`config.mk`:
```
export PLATFORM = sky130hd
export DESIGN_NAME = instr_fetch_unit
export DESIGN_NICKNAME = d
export VERILOG_FILES = /design/src/rtl/fetch_pkg.sv /design/src/rtl/fetch_fifo.sv /design/src/rtl/instr_fetch_unit.sv
export SDC_FILE = /design/constraint.sdc
export NUM_CORES = 1
export LEC_CHECK = 0
export BUFFER_PORTS_ARGS = -buffer_cell sky130_fd_sc_hd__buf_2
export CORE_ASPECT_RATIO = 0.7
export CORE_MARGIN = 8
export CORE_UTILIZATION = 49
export DETAILED_ROUTE_END_ITERATION = 10
export GPL_TIMING_DRIVEN = 0
export PLACE_DENSITY = 0.75
export SLEW_MARGIN = 10
export SYNTH_ARGS = -nofsm -noshare
export SYNTH_HDL_FRONTEND = slang
export SYNTH_SLANG_ARGS = --single-unit
```
`constraint.sdc`:
```
create_clock -name Clk_Core -period 8.2 [get_ports Clk_Core]
set_input_delay 0.82 -clock Clk_Core [delete_from_list [all_inputs] [get_ports Clk_Core]]
set_output_delay 0.82 -clock Clk_Core [all_outputs]
set_load 0.02 [all_outputs]
```
`src/rtl/fetch_pkg.sv`:
```
// Shared types for the instruction fetch path: fetch entry layout and fetch FSM states.
package fetch_pkg;

  localparam int FETCH_DWIDTH = 32;
  localparam int FETCH_IWIDTH = 32;

  typedef struct packed {
    logic [FETCH_DWIDTH-1:0] pc;
    logic [FETCH_IWIDTH-1:0] instr;
  } fetch_entry_t;

  typedef enum logic {
    FETCH = 1'b0,
    DRAIN = 1'b1
  } fetch_state_t;

endpackage

```
`src/rtl/fetch_fifo.sv`:
```
// Generic synchronous FIFO with clear; push and pop may occur in the same cycle,
// including when full, so a streaming consumer never stalls the producer.
module fetch_fifo #(
  parameter int WIDTH = 32,
  parameter int DEPTH = 2
) (
  input  logic                   i_clk,
  input  logic                   i_rst,
  input  logic                   i_clr,
  input  logic                   i_push,
  input  logic [WIDTH-1:0]       i_wdata,
  input  logic                   i_pop,
  output logic [WIDTH-1:0]       o_rdata,
  output logic [$clog2(DEPTH):0] o_count,
  output logic                   o_empty,
  output logic                   o_full
);

  localparam int AW = $clog2(DEPTH);
  localparam logic [AW-1:0] PTR_ONE = AW'(1);

  logic [WIDTH-1:0] r_mem [DEPTH];
  logic [AW-1:0]    r_wptr;
  logic [AW-1:0]    r_rptr;
  logic [AW:0]      r_count;
  logic             w_do_push;
  logic             w_do_pop;

  assign o_empty   = (r_count == '0);
  assign o_full    = (r_count == (AW+1)'(DEPTH));
  assign o_count   = r_count;
  assign o_rdata   = r_mem[r_rptr];
  assign w_do_pop  = i_pop & ~o_empty;
  assign w_do_push = i_push & (~o_full | w_do_pop);

  always_ff @(posedge i_clk) begin
    if (i_rst || i_clr) begin
      r_wptr  <= '0;
      r_rptr  <= '0;
      r_count <= '0;
    end else begin
      if (w_do_push) r_wptr <= r_wptr + PTR_ONE;
      if (w_do_pop)  r_rptr <= r_rptr + PTR_ONE;
      r_count <= r_count + (AW+1)'(w_do_push) - (AW+1)'(w_do_pop);
    end
  end

  // Storage carries data only, so it is left out of reset.
  always_ff @(posedge i_clk) begin
    if (w_do_push) r_mem[r_wptr] <= i_wdata;
  end

endmodule

```
`src/rtl/instr_fetch_unit.sv`:
```
// Fetch front end: issues credit-limited memory requests at the current PC, pairs
// in-order responses with their PCs and hands {instr, pc} to decode; flushes drain stale responses.
module instr_fetch_unit
  import fetch_pkg::*;
#(
  parameter int DWIDTH    = FETCH_DWIDTH,
  parameter int IWIDTH    = FETCH_IWIDTH,
  parameter int BUF_DEPTH = 2
) (
  input  logic              Clk_Core,
  input  logic              Rst_Core,
  input  logic [DWIDTH-1:0] Program_Count,
  output logic              Run,
  input  logic              Flush,
  output logic              Imem_Req,
  output logic [DWIDTH-1:0] Imem_Addr,
  input  logic              Imem_Gnt,
  input  logic              Imem_Rvalid,
  input  logic [IWIDTH-1:0] Imem_Rdata,
  output logic              Instr_Valid,
  input  logic              Instr_Ready,
  output logic [IWIDTH-1:0] Instr,
  output logic [DWIDTH-1:0] Instr_PC
);

  localparam int CW = $clog2(BUF_DEPTH) + 1;
  localparam int EW = DWIDTH + IWIDTH;
  localparam logic [CW-1:0] CNT_ONE = CW'(1);

  typedef struct packed {
    logic [DWIDTH-1:0] pc;
    logic [IWIDTH-1:0] instr;
  } entry_t;

  fetch_state_t  r_state;
  fetch_state_t  w_state_nxt;
  logic [CW-1:0] r_outstanding;
  logic [CW-1:0] w_outstanding_nxt;
  logic [CW-1:0] r_drop_cnt;
  logic [CW-1:0] w_drop_nxt;
  logic [CW-1:0] w_flush_drop;
  logic [CW:0]   w_committed;
  logic          w_credit_ok;
  logic          w_req;
  logic          w_accept;
  logic          w_rvalid_ok;
  logic          w_keep_rsp;
  logic          w_pop;
  logic          w_fifo_clr;

  logic [DWIDTH-1:0] w_aq_head;
  logic [CW-1:0]     w_aq_count;
  logic              w_aq_empty;
  logic              w_aq_full;
  entry_t            w_buf_wdata;
  entry_t            w_buf_head;
  logic [CW-1:0]     w_buf_count;
  logic              w_buf_empty;
  logic              w_buf_full;

  // Credit uses registered counts only, so a pop frees a slot one cycle later.
  assign w_committed = {1'b0, r_outstanding} + {1'b0, w_buf_count};
  assign w_credit_ok = (w_committed < (CW+1)'(BUF_DEPTH));

  assign w_req       = ~Rst_Core & (r_state == FETCH) & w_credit_ok & ~Flush;
  assign w_accept    = w_req & Imem_Gnt;
  assign w_rvalid_ok = Imem_Rvalid & (r_outstanding != '0);
  assign w_keep_rsp  = ~Rst_Core & w_rvalid_ok & (r_drop_cnt == '0) & ~Flush;
  assign w_pop       = ~Rst_Core & ~w_buf_empty & Instr_Ready & ~Flush;
  assign w_fifo_clr  = Flush;
  assign w_flush_drop = r_outstanding - CW'(w_rvalid_ok);

  assign w_buf_wdata.pc    = w_aq_head;
  assign w_buf_wdata.instr = Imem_Rdata;

  assign Imem_Req    = w_req;
  assign Imem_Addr   = Program_Count;
  assign Run         = ~Rst_Core & (w_accept | Flush);
  assign Instr_Valid = ~Rst_Core & ~w_buf_empty;
  assign Instr       = Rst_Core ? '0 : w_buf_head.instr;
  assign Instr_PC    = Rst_Core ? '0 : w_buf_head.pc;

  fetch_fifo #(
    .WIDTH (DWIDTH),
    .DEPTH (BUF_DEPTH)
  ) u_addr_q (
    .i_clk   (Clk_Core),
    .i_rst   (Rst_Core),
    .i_clr   (w_fifo_clr),
    .i_push  (w_accept),
    .i_wdata (Program_Count),
    .i_pop   (w_keep_rsp),
    .o_rdata (w_aq_head),
    .o_count (w_aq_count),
    .o_empty (w_aq_empty),
    .o_full  (w_aq_full)
  );

  fetch_fifo #(
    .WIDTH (EW),
    .DEPTH (BUF_DEPTH)
  ) u_instr_buf (
    .i_clk   (Clk_Core),
    .i_rst   (Rst_Core),
    .i_clr   (w_fifo_clr),
    .i_push  (w_keep_rsp),
    .i_wdata (w_buf_wdata),
    .i_pop   (w_pop),
    .o_rdata (w_buf_head),
    .o_count (w_buf_count),
    .o_empty (w_buf_empty),
    .o_full  (w_buf_full)
  );

  always_comb begin
    w_state_nxt       = r_state;
    w_outstanding_nxt = r_outstanding;
    w_drop_nxt        = r_drop_cnt;
    if (Flush) begin
      // Everything still in flight becomes stale; an Rvalid this cycle is already discarded.
      w_drop_nxt        = w_flush_drop;
      w_outstanding_nxt = w_flush_drop;
      w_state_nxt       = (w_flush_drop != '0) ? DRAIN : FETCH;
    end else begin
      case (r_state)
        FETCH: begin
          w_outstanding_nxt = r_outstanding + CW'(w_accept) - CW'(w_rvalid_ok);
        end
        DRAIN: begin
          if (w_rvalid_ok) begin
            w_drop_nxt        = r_drop_cnt - CNT_ONE;
            w_outstanding_nxt = r_outstanding - CNT_ONE;
            if (r_drop_cnt == CNT_ONE) w_state_nxt = FETCH;
          end
        end
        default: w_state_nxt = FETCH;
      endcase
    end
  end

  always_ff @(posedge Clk_Core) begin
    if (Rst_Core) begin
      r_state       <= FETCH;
      r_outstanding <= '0;
      r_drop_cnt    <= '0;
    end else begin
      r_state       <= w_state_nxt;
      r_outstanding <= w_outstanding_nxt;
      r_drop_cnt    <= w_drop_nxt;
    end
  end

  // Protocol and bookkeeping invariants of the credit scheme.
  a_rvalid_without_request: assert property (@(posedge Clk_Core) disable iff (Rst_Core)
    !(Imem_Rvalid && (r_outstanding == '0)));
  a_addr_q_overflow: assert property (@(posedge Clk_Core) disable iff (Rst_Core)
    !(w_accept && w_aq_full));
  a_addr_q_underflow: assert property (@(posedge Clk_Core) disable iff (Rst_Core)
    !(w_keep_rsp && w_aq_empty));
  a_buf_overflow: assert property (@(posedge Clk_Core) disable iff (Rst_Core)
    !(w_keep_rsp && w_buf_full && !w_pop));
  a_addr_q_tracks_outstanding: assert property (@(posedge Clk_Core) disable iff (Rst_Core)
    (r_state == FETCH) |-> (w_aq_count == r_outstanding));

endmodule
```
### After elaboration in Yosys (flattened, before gate mapping)

Memories as Yosys holds them, arrays and structs flattened. A register that Yosys moved wholly into a read port is not among the register bits.
Index checks and enable logic that the tools add are counted.

* memories kept: 2
* memory bits (writable): 192
* output and inout bits: 99
* word-level logic and storage cells: 86
* flip-flop bits (word level): 13

* bitwise gates (word level): 26
* reduce and logical (&&, ||, !) cells: 9
* mux-type cells: 21
* $lt $le $gt $ge: 1
* add/sub/neg operators: 14
* equality and inequality tests: 4

Memories
* u_instr_buf.r_mem: words 2, bits a word 64, read ports 1, clocked after memory_dff 1, write ports 1, line fetch_fifo.sv:22 `logic [WIDTH-1:0] r_mem [DEPTH];`
* u_addr_q.r_mem: words 2, bits a word 32, read ports 1, clocked after memory_dff 1, write ports 1, line fetch_fifo.sv:22

Operators with widths (count)
* two-way mux 32 bit: 2
* bitwise AND 1 bit: 16
* two-way mux 1 bit: 13
* two-way mux 2 bit: 5
* nonzero test 2 bit: 4
* subtractor 2 x 1 -> 2 bit: 4
* NOT 1 bit: 7
* adder 2 x 1 -> 2 bit: 3
* logical NOT 2 bit: 3
* adder 1 bit, second input constant: 4
* == test 2 bit, second input constant: 2
* case mux 2 bit (2 select lines): 1
* subtractor 2 x 1 -> 2 bit, second input constant: 2
* adder 2 x 2 -> 3 bit: 1
* < comparator 3 x 2 -> 1 bit, second input constant: 1
* != test 3 x 2 -> 1 bit, second input constant: 1
* bitwise OR 1 bit: 3
* == test 2 x 1 -> 1 bit, second input constant: 1
* AND reduction 2 bit: 1
* logical OR 1 bit: 1

### Depth between registers and ports, before layout

Gate-level depths: netlist of the first run.

* word-level depth: 10
* gate-level depth with buffers: 12
* depth with buffers taken out: 12

### Modules after synthesis

From an unflattened synthesis of the first run, not the netlist that was laid out.

* cell total of the unflattened synthesis: 526
* area total of the unflattened synthesis: 8598.2 um^2

By module, submodules not included
* fetch_fifo (u_instr_buf): area each 4858.4 um^2, instances 1, cells each 232, sequential area each 3943.8 um^2
* fetch_fifo (u_addr_q): area each 2563.7 um^2, instances 1, cells each 133, sequential area each 2021.9 um^2
* instr_fetch_unit: area each 1176.1 um^2, instances 1, cells each 161, sequential area each 100.1 um^2

### Worst setup path before layout of the first run

No wires, ideal clock.

* path kind: input to register
* start: in Flush
* end: mem u_instr_buf.r_mem[0][0] in the netlist's numbering (enable)
* stages on the path: 4
* buffers on the path: 2
* arrival: 7.382 ns
* setup time: 0.644 ns
* path slack: 0.174 ns
* cell sequence: buf_2 -> or2_1 -> clkbuf_2 -> nor4_1

* cells in the longest elaborated chain, start to end: 7

RTL lines
* from (decl): line instr_fetch_unit.sv:14 `input logic Flush,`
* NOT 1 bit (*): line instr_fetch_unit.sv:68, instr_fetch_unit.sv:69
* bitwise AND 1 bit: line instr_fetch_unit.sv:69 `assign w_pop = ~Rst_Core & ~w_buf_empty & Instr_Ready & ~Flush;`
* bitwise AND 1 bit: line fetch_fifo.sv:33 `assign w_do_pop = i_pop & ~o_empty;`
* bitwise OR 1 bit: line fetch_fifo.sv:34 `assign w_do_push = i_push & (~o_full | w_do_pop);`
* bitwise AND 1 bit (*): line fetch_fifo.sv:34
* two-way mux 1 bit (*): line fetch_fifo.sv:50 `if (w_do_push) r_mem[r_wptr] <= i_wdata;`
* two-way mux 1 bit (not written as such) (*): line fetch_fifo.sv:50
* to (decl): line fetch_fifo.sv:22

Every way passes the cells marked *; elsewhere a longest branch is shown, timed or not.

### Worst setup path in the final report of the first run

* start: reg r_outstanding[0]
* end: out Run

* cells in the longest elaborated chain, start to end: 7

RTL lines
* from (decl): line instr_fetch_unit.sv:37 `logic [CW-1:0] r_outstanding;`
* from (signal assigned): line instr_fetch_unit.sv:148 `r_outstanding <= w_outstanding_nxt;`
* adder 2 x 2 -> 3 bit: line instr_fetch_unit.sv:62 `assign w_committed = {1'b0, r_outstanding} + {1'b0, w_buf_count};`
* < comparator 3 x 2 -> 1 bit: line instr_fetch_unit.sv:63 `assign w_credit_ok = (w_committed < (CW+1)'(BUF_DEPTH));`
* bitwise AND 1 bit (2 in a row): line instr_fetch_unit.sv:65 `assign w_req = ~Rst_Core & (r_state == FETCH) & w_credit_ok & ~Flush;`
* bitwise AND 1 bit: line instr_fetch_unit.sv:66 `assign w_accept = w_req & Imem_Gnt;`
* bitwise OR 1 bit: line instr_fetch_unit.sv:78 `assign Run = ~Rst_Core & (w_accept | Flush);`
* bitwise AND 1 bit: line instr_fetch_unit.sv:78
* to (decl): line instr_fetch_unit.sv:13 `output logic Run,`

Every way passes these cells.

==> metrics.csv, run 1 <==
metric,value,unit
outcome,"complete, no violations",
Core Rows,39,
met3 usage,4.43,%
Pwr per Cell Area,224,nW/um2
maxcap violations,0,
crit-path cells,"inv_1, nor2_1, fa_1, nor4b_4, nand2_1, a21oi_1, buf_2",
worst-case clock buffer depth,3,
Post-synth ARST share,0,%
"commonest non-fill, non-tap cell in the layout",edfxtp_1,
fmax,0.310,GHz
P_leak,3.82,nW
Ys Warns,0,
number of synthesized flops with an enable pin,192,
largest net degree at the start of global routing,41,
Setup Skew,15.4,ps
Pins Over Slew Limit,0,
post-synthesis sequential area ratio,73.0,%
"FF+latch count, synth",207,
clock tree sinks,207,
fill count,1251,
worst path buffer plus inverter count,2,
grt met2 use,25.8,%
dpl cells,919,
grt met1 use,18.2,%
Final min period,3220,ps
final period utilization,39.3,%
slew margin rel.,44.0,%
Detailed Routing Iterations Pass 1,4,
share of layout cells above drive strength 1,40.1,%
Setup Viol. Count Final,0,
initial antenna violation count,0,
IO Port Bufs,167,
fin util,62.1,%
Worst setup startpoint,r_outstanding[0],
WS Path Type,register to output port,
Die X,172,um
CTS tree,yes,
syn nets,596,
worst-margin pin slew,839,ps
most frequent cells in the layout,"edfxtp_1, buf_2, nor2_1",
GRT overflow,0,
crit-path max FO,4,
slowest CP cell,fa_1,
die area,21400,um2
Total Power,2.29,mW
max incr delay on CP,480,ps
CP Capture Type,output port,
DP HPWL,11.8,mm
clk_lat worst skew,480,ps
core area,16400,um2
vias in the first global route,5011,
hold buffers post-CTS,0,
Finished Layout Cells,955,
via count,4672,
mean number of vias per cell,4.89,
"CTS clk-pin slew, worst paths",60,ps
Setup crit start kind,register,
post-synthesis cell type count,39,
Starting DRT DRC Count,309,
fin nets,798,
drt drc,0,
RSZ-0062 raised after global routing,no,
Worst path top cell family by delay,simple AND/OR/NAND/NOR gates,
"Req. time, crit path",7380,ps
I/O pin cnt,169,
total wire length,16.6,mm
CTS Root Buffer Type,clkbuf_16,
area grow syn2layout,22.9,%
setup repair bufs after CTS,0,
routability congestion estimate,0.818,
chip height,125,um
effective utilization at floorplan,50.5,%
first-pass GRT wire length,25.4,mm
Post-CTS Resized,0,
CTS Buf Count,21,
Detail Route Antenna Nets,0,
Mapped Cells,515,
Avg Inst Size Synth,16.1,um2
H-tree depth,1,
VDD IR max,0.000151,V
cell area after technology mapping,8310,um2
hold_sp,u_instr_buf.r_rptr,
GRT Max-Usage Layer,met2,
Fin. Hold Viols,0,
Worst Hold Class,register to register,
primary flip-flop cell chosen by synthesis mapping,edfxtp_1,
worst r2r src,r_outstanding[0],
WL/cell,17.3,um
Worst EP arrival,2400,ps
GRT Total Usage,14.9,%
[final cells by class]
class | count | area [um2] | area share (%)
timing repair buffer | 179 | 962 | 9.42
sequential | 207 | 6070 | 59.4
clock inverter | 12 | 105 | 1.03
clock buffer | 23 | 533 | 5.22
buffer | 56 | 362 | 3.54
inverter | 12 | 45.0 | 0.441
multi-input combinational | 240 | 1850 | 18.1
antenna | 1 | 2.50 | 0.0245
tap | 225 | 282 | 2.76
[worst min-delay path, stage by stage, from the launching register on]
cell and delay, ps:
dfxtp_1 320, xor2_1 80, nor2_1 80
[final timing paths]
check | end | slack [ps] | cells after the start
hold reg to reg | u_instr_buf.r_rptr | 520 | 2
setup / recovery | Run | 4980 | 7
setup reg to reg | r_outstanding[1] | 5320 | 12
hold / removal | u_instr_buf.r_rptr | 520 | 2
[stage by stage]
| stage | instance area, um2 | setup TNS, ps | hold WS (ps) | worst slack [ps] |
|---|---|---|---|---|
| 6_report | 10200 | 0 | 521 | 4980 |
| 2_1_floorplan | 8310 | 0 | 467 | 174 |
| 4_1_cts | 10200 | 0 | 511 | 4950 |
| 3_3_place_gp | 9430 | -213820 | 478 | -3340 |
| 5_1_grt | 10200 | 0 | 513 | 4840 |
| 3_5_place_dp | 9570 | 0 | 502 | 5250 |
[synth_stat cells (2+ instances only)]
cell type	number	area, um2
a21oi_1	11	55.1
and2_1	2	12.5
buf_2	12	60.1
buf_4	32	240
buf_6	2	22.5
clkbuf_1	9	33.8
dfxtp_1	15	300
edfxtp_1	192	5770
ha_1	10	125
inv_1	12	45.0
mux2_2	31	349
mux2i_1	64	641
nand2_1	5	18.8
nand2b_1	4	25.0
nor2_1	79	297
o21ai_0	3	15.0
or3_1	2	12.5
xnor2_1	7	61.3
xor2_1	3	26.3
[state kept, by name (all words and copies together) (netlist names), 2 cells and up, named ones only]
register             count
u_addr_q.o_count         2
r_outstanding            2
u_instr_buf.r_mem      128
r_drop_cnt               2
u_addr_q.r_mem          64
u_instr_buf.o_count      2
[power breakdown]
group / total (mW) / internal, mW / switching [mW]
clock: 0.890 / 0.527 / 0.363
sequential: 1.19 / 1.18 / 0.00970
combinational: 0.206 / 0.0848 / 0.122
total: 2.29 / 1.79 / 0.494
[routing by layer]
layer	routed length (um)	part of all wire, %	up-vias
li1	-	-	2247
met4	323	2.0	0
met1	7030	42	2227
met5	0	0	-
met3	1340	8.1	26
met2	7860	47	172
[cells by family after synthesis]
logic type               synth area share, %
multiplexers                            12.0
adder cells (fa/ha/maj)                 1.75
flip-flops                              73.0
AO/OA/AOI/OAI                           1.55
XOR/XNOR                                1.05
buffers and inverters                   4.89
AND/OR/NAND/NOR                         5.69
No activity file was read; power rests on OpenSTA's default activity.
==> run 2: changes to the inputs <==
Settings changed: ABC_AREA set to 1.
Clock period 8.2 ns to 2.79 ns, I/O delays scaled along.
==> metrics.csv, run 2 <==
metric,value,unit
outcome,"complete, no violations",
fill count,1237,
GRT overflow,0,
syn nets,694,
Die X,172,um
Setup Skew,17.5,ps
P_leak,4.30,nW
Fin. Hold Viols,0,
IO Port Bufs,168,
Ys Warns,0,
Area contributors post-synth,"edfxtp_1, nor2_1, dfxtp_1",
crit-path cells,"nand2_1, inv_1, fa_1, nor2_1, nand3_2, nor2_4, inv_1, ha_1, inv_1, ha_1, or2_2, nand2_1, nand2_1, nand3_1, a21oi_1",
clock tree sinks,207,
Worst EP arrival,2890,ps
vias in the first global route,5496,
Mapped Cells,613,
Total Power,7.04,mW
Core Rows,40,
worst path buffer plus inverter count,3,
cell area after layout,10800,um2
sequential cell area,6070,um2
primary flip-flop cell chosen by synthesis mapping,edfxtp_1,
Final min period,2530,ps
worst reg-to-reg path cell count,15,
Stages on worst setup path,15,
most frequent cells in the layout,"edfxtp_1, buf_2, nor2_1",
DP HPWL,11.9,mm
"CTS clk-pin slew, worst paths",60,ps
H-tree depth,1,
crit-path max FO,5,
slowest CP cell,fa_1,
CP Capture Type,register,
die area,21500,um2
RSZ-0062 raised after global routing,no,
setup repair bufs after CTS,0,
initial antenna violation count,0,
area of the multi-input gates,1750,um2
DP Area,9580,um2
"FF+latch count, synth",207,
Worst path top cell family by delay,simple AND/OR/NAND/NOR gates,
hold depth,1,
post-synthesis sequential area ratio,73.0,%
Detailed Routing Iterations Pass 1,4,
slew margin rel.,46.7,%
Starting DRT DRC Count,384,
area grow syn2layout,29.5,%
routability congestion estimate,0.772,
number of synthesized flops with an enable pin,192,
worst-case clock buffer depth,3,
effective utilization at floorplan,49.3,%
VDD IR max,0.000567,V
Detail Route Antenna Nets,0,
"count leader, synth",edfxtp_1,
first-pass GRT wire length,29.1,mm
Setup Viol. Count Final,0,
synth cell count leaders,"edfxtp_1, nor2_1, o21ai_0, buf_4, inv_1",
I/O pin cnt,169,
worst-margin pin slew,798,ps
max incr delay on CP,400,ps
via count,5314,
most area-hungry cell type in the Yosys netlist,edfxtp_1,
clk_lat worst skew,480,ps
GRT Total Usage,16.9,%
largest net degree at the start of global routing,42,
final period utilization,90.6,%
Worst Hold Class,primary input to register,
Top Registers,"u_instr_buf.r_mem x128, u_addr_q.r_mem x64",
WS Path Type,register to register,
chip height,125,um
Pwr per Cell Area,654,nW/um2
fin nets,945,
"Req. time, crit path",3150,ps
post-synthesis cell type count,31,
Pins Over Slew Limit,0,
core area,16900,um2
Largest register FFs,128,
mean number of vias per cell,4.79,
Synth top area share,69.4,%
drt drc,0,
"commonest non-fill, non-tap cell in the layout",edfxtp_1,
CTS Buf Count,21,
Post-synth ARST share,0,%
CTS tree,yes,
ant diodes,0,
share of layout cells above drive strength 1,32.8,%
fmax,0.396,GHz
total wire length,18.5,mm
Avg Inst Size Synth,13.6,um2
Biggest register,u_instr_buf.r_mem,
CTS Root Buffer Type,clkbuf_16,
maxcap violations,0,
cell area after technology mapping,8310,um2
WL/cell,16.6,um
Setup crit start kind,register,
run 2: final timing paths:
| kind | from | endpoint | slack, ps |
|---|---|---|---|
| min reg2reg | u_instr_buf.r_rptr | register | 480 |
| max reg2reg | u_instr_buf.o_count[0] | r_outstanding[1] | 260 |
| min | Program_Count[2] | u_addr_q.r_mem[1][2] | 20 |
| max | u_instr_buf.o_count[0] | r_outstanding[1] | 260 |
run 2: kinds of logic (layout without fill, tap and decap cells):
| logic type | Yosys count | after routing | synth area share, % |
|---|---|---|---|
| AO/OA/AOI/OAI | 86 | 86 | 5.28 |
| XOR/XNOR | 2 | 2 | 0.211 |
| adder cells (fa/ha/maj) | 11 | 11 | 1.75 |
| buffers and inverters | 92 | 357 | 6.13 |
| flip-flops | 207 | 207 | 73.0 |
| multiplexers | 32 | 32 | 4.34 |
| AND/OR/NAND/NOR | 183 | 183 | 9.32 |
run 2: where the power goes:
group | total [mW] | switching [mW] | leakage, nW | internal (mW)
combinational | 0.860 | 0.507 | 2.15 | 0.353
clock | 2.58 | 1.10 | 0.304 | 1.48
sequential | 3.60 | 0.0549 | 1.85 | 3.55
total | 7.04 | 1.66 | 4.30 | 5.38
run 2: layer usage:
| metal | wire length (um) | vias to the layer above | global-route usage (%) | part of all wire, % |
|---|---|---|---|---|
| met5 | 0 | - | 0 | 0 |
| met4 | 167 | 0 | 2.14 | 0.90 |
| met3 | 1590 | 12 | 4.68 | 8.6 |
| met2 | 8570 | 168 | 27.6 | 46 |
| met1 | 8130 | 2524 | 22.7 | 44 |
| li1 | - | 2610 | - | - |
run 2: repair_timing:
action / 4_1_cts / 5_1_grt
endpoints found under the hold margin: 109 / 0
gates resized for setup: 0 / 0
hold buffers: 55 / 0
run 2: layout make-up:
type | count | share of cell area, %
tap | 231 | 2.69
sequential | 207 | 56.4
timing repair buffer | 228 | 14.1
buffer | 56 | 3.48
inverter | 36 | 1.28
clock buffer | 26 | 5.06
clock inverter | 11 | 0.791
multi-input combinational | 314 | 16.3
run 2: per-stage QoR:
stage	TNS [ps]	setup slack [ps]	hold slack, ps	util (%)	cells
floorplan	0	12.6	348	-	613
detailed placement	0	273	469	56.8	1017
global route	0	44.8	8.30	63.8	1109
CTS	0	252	1.54	63.8	1109
global placement	-104240	-943	459	56.0	1012
finish	0	263	19.8	63.8	1109
run 2: worst reg2reg max path, stage by stage, from the launching register on:
cell and delay, ps:
dfxtp_1 390, nand2_1 70, inv_1 70, fa_1 400, nor2_1 130, nand3_2 120, nor2_4 180, inv_1 60
ha_1 280, inv_1 40, ha_1 180, or2_2 280, nand2_1 60, nand2_1 40, nand3_1 60, a21oi_1 60
==> run 3: changes to the inputs <==
Settings changed: CORE_UTILIZATION 49 to 50, CTS_BUF_LIST set to sky130_fd_sc_hd__clkbuf_4 sky130_fd_sc_hd__clkbuf_8, PLACE_DENSITY 0.75 to 0.77.
==> metrics.csv, run 3 (same netlist as run 2, synthesis figures left out) <==
metric,value,unit
outcome,"complete, no violations",
mean number of vias per cell,4.89,
Worst EP arrival,2750,ps
area grow syn2layout,29.9,%
Fin. Hold Viols,0,
Finished Layout Cells,1130,
sw frac,24.0,%
Detail Route Antenna Nets,0,
Detailed Routing Iterations Pass 1,5,
IO Port Bufs,168,
drt drc,0,
"Req. time, crit path",3030,ps
Worst path top cell family by delay,simple AND/OR/NAND/NOR gates,
vias in the first global route,5624,
P_leak,4.34,nW
Worst Hold Class,primary input to register,
CTS tree,yes,
P_sw,1.65,mW
ant diodes,0,
via count,5528,
Setup crit start kind,register,
fin util,66.2,%
CP Capture Type,register,
setup repair bufs after CTS,0,
CTS Root Buffer Type,clkbuf_8,
dpl cells,1010,
Final min period,2510,ps
VDD IR max,0.000418,V
"commonest non-fill, non-tap cell in the layout",edfxtp_1,
WS Path Type,register to register,
H-tree depth,1,
routability congestion estimate,0.785,
"CTS clk-pin slew, worst paths",60,ps
share of layout cells above drive strength 1,33.3,%
most frequent cells in the layout,"edfxtp_1, buf_2, nor2_1",
worst-margin pin slew,786,ps
slew margin rel.,47.6,%
crit-path cells,"nand2_1, inv_1, fa_1, nor2_1, nand3_2, nor2_4, nand2_1, nor2_4, buf_16",
Biggest register,u_instr_buf.r_mem,
Combinational Power Share,12.6,%
Sum Neg Setup Slack,0,ps
largest net degree at the start of global routing,36,
chip height,124,um
total wire length,19.0,mm
first-pass GRT wire length,29.8,mm
effective utilization at floorplan,51.0,%
final period utilization,89.9,%
DP Area,9550,um2
Largest register FFs,128,
clk_lat worst skew,550,ps
max incr delay on CP,490,ps
clock tree sinks,207,
GRT overflow,0,
Top Registers,"u_instr_buf.r_mem x128, u_addr_q.r_mem x64",
Setup Viol. Count Final,0,
RSZ-0062 raised after global routing,no,
WL/cell,16.8,um
Core Rows,39,
DP HPWL,12.0,mm
fill count,1154,
core area,16300,um2
crit-path max FO,17,
clock power share,35.0,%
Pwr per Cell Area,636,nW/um2
die area,21100,um2
cell area after layout,10800,um2
fmax,0.399,GHz
fin nets,963,
slowest CP cell,nor2_4,
initial antenna violation count,0,
worst path buffer plus inverter count,2,
Die X,170,um
Setup Skew,20.3,ps
Starting DRT DRC Count,433,
GRT Total Usage,17.9,%
CTS Buf Count,31,
I/O pin cnt,169,
part of the power in registers,52.4,%
worst-case clock buffer depth,3,
Pins Over Slew Limit,0,
maxcap violations,0,
internal power,5.22,mW
==> run 3: cell count changes in the layout (fill, tap and decap cells not counted) <==
cell	change
clkbuf_4	+8
bufinv_16	+1
clkbuf_8	+31
clkinvlp_4	-1
clkbuf_1	-5
dlygate4sd3_1	+9
clkinv_2	-3
clkbuf_16	-21
buf_16	-1
inv_6	-1
clkinv_1	+10
==> run 3: through the flow <==
stage               hold slack (ps)  power, mW  setup slack [ps]
floorplan                       348       4.16              12.6
global route                   19.4       7.17              54.9
CTS                            7.58       6.93               242
finish                         35.9       6.87               281
global placement                458       4.40              -900
detailed placement              471       4.45               262
==> run 3: layout make-up <==
class                   count  area [um2]  area share [%]
flip-flops and latches    207        6070            56.2
multi-input cells         314        1750            16.2
repair buffers            236        1580            14.6
clock buffers              39         487            4.51
plain buffers              56         374            3.47
well taps                 225         282            2.61
inverters                  36         138            1.27
clock inverters            17         121            1.12
==> run 3: path summary, 6_finish.rpt <==
path	from	to	slack (ps)	cells after the start
worst min register to register	u_instr_buf.r_rptr	u_instr_buf.r_rptr	490	2
worst max register to register	u_instr_buf.o_count[0]	u_addr_q.r_mem[0][1]	280	9
worst max-delay path	u_instr_buf.o_count[0]	u_addr_q.r_mem[0][1]	280	9
worst min-delay path	Rst_Core	r_state	40	2
==> run 3: what timing repair did <==
item | 4_1_cts | 5_1_grt
endpoints found under the hold margin | 128 | 0
resized for setup | 0 | 0
hold buffers | 64 | 0
==> run 3: routing by layer <==
layer  global-route usage [%]  vias to the layer above  wire [um]
li1                         -                     2664          -
met1                     23.2                     2638       8290
met2                     30.2                      208       8920
met3                     4.94                       18       1600
met4                     3.60                        0        193
met5                        0                        -          0
==> run 3: power by group through the flow <==
stage / combinational (mW) / clock (mW) / sequential [mW]
6_report: 0.865 / 2.41 / 3.60
5_1_grt: 0.960 / 2.60 / 3.61
4_1_cts: 0.867 / 2.46 / 3.60
3_5_place_dp: 0.790 / 0 / 3.66
3_3_place_gp: 0.737 / 0 / 3.66
2_1_floorplan: 0.507 / 0 / 3.65
